### config.mk
export PLATFORM = sky130hd
export DESIGN_NAME = return_addr_stack
export DESIGN_NICKNAME = d
export VERILOG_FILES = /design/src/rtl/return_addr_stack.sv
export SDC_FILE = /design/constraint.sdc
export NUM_CORES = 1
export LEC_CHECK = 0
export ABC_AREA = 1
export CORE_ASPECT_RATIO = 1.5
export CORE_MARGIN = 3
export CORE_UTILIZATION = 40
export CTS_CLUSTER_SIZE = 40
export DETAILED_ROUTE_END_ITERATION = 6
export GPL_ROUTABILITY_DRIVEN = 1
export PLACE_DENSITY = 0.67
export SKIP_CTS_REPAIR_TIMING = 1
export SLEW_MARGIN = 25
export SYNTH_ARGS = -nofsm -noshare
export SYNTH_HDL_FRONTEND = slang
export SYNTH_SLANG_ARGS = --single-unit
### constraint.sdc
create_clock -name clk_i -period 5 [get_ports clk_i]
set_input_delay 0.75 -clock clk_i [delete_from_list [all_inputs] [get_ports clk_i]]
set_output_delay 0.75 -clock clk_i [all_outputs]
set_load 0.005 [all_outputs]
### src/rtl/return_addr_stack.sv
// Hardware return-address stack fed by CALL (push) / RET (pop) strobes, sampled in one pipeline stage.
// Optional build macro RSTACK_WRAP_EN: a push into a full stack overwrites the oldest entry.
module return_addr_stack #(
    parameter int unsigned DATA_W    = 32,
    parameter int unsigned DEPTH     = 16,
    parameter int unsigned PTR_W     = 4,
    parameter logic [2:0]  ACT_STAGE = 3'b011
) (
    input  logic              clk_i,
    input  logic              rst_ni,
    input  logic [2:0]        stage_i,
    input  logic              push_i,
    input  logic              pop_i,
    input  logic [DATA_W-1:0] push_data_i,
    input  logic              err_clr_i,
    output logic [DATA_W-1:0] pop_data_o,
    output logic              pop_valid_o,
    output logic [DATA_W-1:0] top_o,
    output logic [PTR_W:0]    count_o,
    output logic              empty_o,
    output logic              full_o,
    output logic              overflow_o,
    output logic              underflow_o
);

    // Handshake: push_i/pop_i are level requests honoured on every cycle where
    // stage_i == ACT_STAGE; there is no backpressure. pop_valid_o pulses for one
    // cycle after each honoured pop (underflow included) and pop_data_o holds its
    // value until the next honoured pop.

    localparam logic [PTR_W:0] FULL_CNT = (PTR_W+1)'(DEPTH);

    logic [DATA_W-1:0] mem_q [DEPTH];

    logic [PTR_W-1:0]  sp_q, sp_d;
    logic [PTR_W-1:0]  sp_m1;
    logic [PTR_W:0]    count_q, count_d;
    logic [DATA_W-1:0] pop_data_q, pop_data_d;
    logic              pop_valid_q, pop_valid_d;
    logic              overflow_q, overflow_d;
    logic              underflow_q, underflow_d;

    logic              act;
    logic              push_ok;
    logic              pop_ok;
    logic              is_empty;
    logic              is_full;

    logic              mem_we;
    logic [PTR_W-1:0]  mem_waddr;

    assign act      = (stage_i == ACT_STAGE);
    assign push_ok  = push_i & act;
    assign pop_ok   = pop_i & act;
    assign is_empty = (count_q == '0);
    assign is_full  = (count_q == FULL_CNT);
    assign sp_m1    = sp_q - PTR_W'(1);

    always_comb begin
        sp_d        = sp_q;
        count_d     = count_q;
        pop_data_d  = pop_data_q;
        pop_valid_d = pop_ok;
        overflow_d  = overflow_q;
        underflow_d = underflow_q;
        mem_we      = 1'b0;
        mem_waddr   = sp_q;

        // Clear first so that an error raised in the same cycle wins.
        if (err_clr_i) begin
            overflow_d  = 1'b0;
            underflow_d = 1'b0;
        end

        if (push_ok && pop_ok) begin
            if (!is_empty) begin
                pop_data_d = mem_q[sp_m1];
                mem_we     = 1'b1;
                mem_waddr  = sp_m1;
            end else begin
                underflow_d = 1'b1;
                pop_data_d  = '0;
                mem_we      = 1'b1;
                mem_waddr   = sp_q;
                sp_d        = sp_q + PTR_W'(1);
                count_d     = count_q + (PTR_W+1)'(1);
            end
        end else if (pop_ok) begin
            if (!is_empty) begin
                pop_data_d = mem_q[sp_m1];
                sp_d       = sp_m1;
                count_d    = count_q - (PTR_W+1)'(1);
            end else begin
                pop_data_d  = '0;
                underflow_d = 1'b1;
            end
        end else if (push_ok) begin
            if (!is_full) begin
                mem_we    = 1'b1;
                mem_waddr = sp_q;
                sp_d      = sp_q + PTR_W'(1);
                count_d   = count_q + (PTR_W+1)'(1);
            end else begin
                overflow_d = 1'b1;
`ifdef RSTACK_WRAP_EN
                // When full, sp has wrapped onto the oldest entry.
                mem_we    = 1'b1;
                mem_waddr = sp_q;
                sp_d      = sp_q + PTR_W'(1);
`endif
            end
        end
    end

    always_ff @(posedge clk_i or negedge rst_ni) begin
        if (!rst_ni) begin
            sp_q        <= '0;
            count_q     <= '0;
            pop_data_q  <= '0;
            pop_valid_q <= 1'b0;
            overflow_q  <= 1'b0;
            underflow_q <= 1'b0;
        end else begin
            sp_q        <= sp_d;
            count_q     <= count_d;
            pop_data_q  <= pop_data_d;
            pop_valid_q <= pop_valid_d;
            overflow_q  <= overflow_d;
            underflow_q <= underflow_d;
        end
    end

    // Storage carries no reset; validity is tracked by count_q alone.
    always_ff @(posedge clk_i) begin
        if (mem_we && rst_ni) begin
            mem_q[mem_waddr] <= push_data_i;
        end
    end

    assign pop_data_o  = pop_data_q;
    assign pop_valid_o = pop_valid_q;
    assign top_o       = is_empty ? '0 : mem_q[sp_m1];
    assign count_o     = count_q;
    assign empty_o     = is_empty;
    assign full_o      = is_full;
    assign overflow_o  = overflow_q;
    assign underflow_o = underflow_q;

endmodule
==> metrics.txt <==
commonest non-fill, non-tap cell in the layout=edfxtp_1; number of synthesized flops with an enable pin=512; layout cell share with drive strength beyond 1=0.0776; CP required=4.25 ns; crit path max fanout=61; final net count=2,197; syn avg cell area=11.2 um^2; Critical Path Source Type=flip-flop; area grow syn2layout=16.6%; vias=15,400; Post-Syn Nets=2,108; most frequent cells in the layout=512 x edfxtp_1, 464 x nor2_1, 392 x nand2_1; First-pass DRT Iterations=5; Worst IR Drop VDD=0.471 mV; worst r2r src=sp_q[0]$_DFFE_PN0P_; Post-synth top flop=edfxtp_1; Crit. End Element=output pin; DRC viols=0; core area=57,200 um^2; Final TNS setup=0 ns; Cell Area, Synth=23,200 um^2; CTS Buffer Depth=3; Finished Layout Cells=2,956; Ports=114; CTS tree=done; max cap viols=0; port buffer count=113; post-synth top area cell=edfxtp_1; gr ovfl total=0; GRT Total Usage=0.193; die area=61,000 um^2; R2R cell count=11; RSZ-0062 raised after global routing=no; dpl hpwl=33.6 mm; final period utilization=0.901; largest net degree at the start of global routing=185; post-synth cell types=31; metal3 WL=3.44 mm; Slew @ Worst Pin=0.903 ns; Clock Skew=0.0190 ns; met1 WL=24.0 mm; first-pass GRT wire length=91.1 mm; Worst-path clk slew=0.07 ns; H-tree Lvls=2; number of synthesized register bits=556; initial antenna violation count=2; ys async rst share=0.0791; # setup viols final=0; status=complete, no violations; DR top layer=met4; worst-skew pair later-pin latency=0.58 ns; TritonCTS buffer count=48; Filler cells=5,031; Placed Cells=2,866; Initial Util=0.406; power per cell area=640 nW/um^2; part of the Yosys area used for sequential elements=0.710; 1st-iter DRT viols=1,264; Synth top area share=0.662; HP Class=in -> async; Post-Syn Instances=2,064; crit path time final=4.50 ns; final hold violation count=0; Die X=203 um; total wire length=59.8 mm; R2R setup slack=1.18 ns; arrival time worst endpoint=3.75 ns; synth top area cells=edfxtp_1 66%, nor2_1 7.8%, nand2_1 6.4%; RePlAce Congestion=0.825; critical path class=reg -> out; synth warn=0; CTS Sinks=556; f_max=0.222 GHz; crit path from=sp_q[0]$_DFFE_PN0P_; WL/cell=20.2 um; row cnt=107; clock root cell=clkbuf_16; fin. max-slew vios=0; Die H=301 um; leak pwr=9.63 nW; DRT antenna net count=0; vias per cell=5.21; R2R Path End=mem_q[14][21]$_DFFE_PP_; Met2 Routed Length=30.1 mm; vias in the first global route=15,400; Rel. slew slack=0.398
-- cells by family (layout without fill, tap and decap cells) --
family,Yosys count,after routing,share of synthesized area
xor+xnor,8,8,0.00302
buf+inv,133,261,0.0272
compound gates,96,96,0.0209
fa+ha+maj,4,4,0.00216
flops,556,556,0.710
other cells,0,1,0
simple gates,1267,1267,0.237
-- how the worst max path moves through the flow --
stage / end / slack (ns) / cells past startpoint
2_1_floorplan: mem_q[10][0]$_DFFE_PP_ / 0.86 / 14
3_3_place_gp: top_o[12] / 1.14 / 10
3_5_place_dp: top_o[10] / 1.12 / 10
4_1_cts: top_o[12] / 0.47 / 10
5_1_grt: top_o[12] / 0.29 / 10
6_report: top_o[10] / 0.50 / 10
-- synthesized netlist by cell type (2+ instances only) --
| master | number |
|---|---|
| edfxtp_1 | 512 |
| nor2_1 | 480 |
| nand2_1 | 393 |
| nand3_1 | 229 |
| or2_1 | 115 |
| o21ai_0 | 92 |
| clkbuf_1 | 51 |
| dfrtp_1 | 44 |
| buf_2 | 42 |
| inv_1 | 15 |
| or2_2 | 14 |
| or2_0 | 12 |
| nand3_2 | 10 |
| buf_1 | 9 |
| buf_6 | 8 |
| nand4_1 | 7 |
| xor2_1 | 6 |
| ha_1 | 4 |
| inv_2 | 3 |
| a21oi_1 | 2 |
| buf_4 | 2 |
| nand2_2 | 2 |
| nor2_2 | 2 |
| o211ai_1 | 2 |
| xnor2_1 | 2 |
-- worst max-delay path, cell delays in order (launching register included) --
cell and delay (ns):
dfrtp_4 0.91, inv_6 0.15, ha_4 0.31, inv_4 0.34, buf_12 0.34, nor2_1 0.09, nand2_1 0.09, nand3_1 0.09
nand3_1 0.11, nand2_1 0.17, clkdlybuf4s50_1 0.52
-- layer usage --
layer / vias to the layer above / GRT usage
met1: 7552 / 0.244
met3: 131 / 0.0247
met4: 0 / 0.0758
met2: 546 / 0.337
met5: - / 0
li1: 7182 / -
-- layout make-up --
class / count / area (um^2) / share of cell area
Clock buffer: 63 / 1310 / 0.0483
Sequential cell: 556 / 16500 / 0.609
Tap cell: 763 / 955 / 0.0353
Timing Repair Buffer: 153 / 1690 / 0.0624
Inverter: 19 / 78.8 / 0.00291
Multi-Input combinational cell: 1375 / 6250 / 0.231
Antenna cell: 1 / 2.50 / 0.0000924
Clock inverter: 26 / 315 / 0.0116
-- sequential cells by signal, summed over array words and instances (netlist names) --
signal,count
pop_data_o,32
pop_valid_o,1
mem_q,512
count_o,5
underflow_o,1
overflow_o,1
sp_q,4
-- metrics by stage --
stage                     worst slack [ns]  utilization  cell area (um^2)  total power, mW  hold slack (ns)
after CTS                            0.474        0.474             27100             17.5            0.415
after global placement                1.14        0.445             25500             13.5            0.460
after global routing                 0.286        0.474             27100             18.4            0.433
after floorplan                      0.860            -             23200             10.3            0.454
after detailed placement              1.12        0.445             25500             13.6            0.464
final                                0.497        0.474             27100             17.3            0.390
-- report_power, final --
group,total [mW],leakage (nW),internal (mW),switching [mW]
registers,5.49,5.15,5.27,0.218
clock network,3.85,0.799,2.17,1.68
logic,7.98,3.68,3.10,4.88
Note: power is estimated with default switching activity, not from simulation.
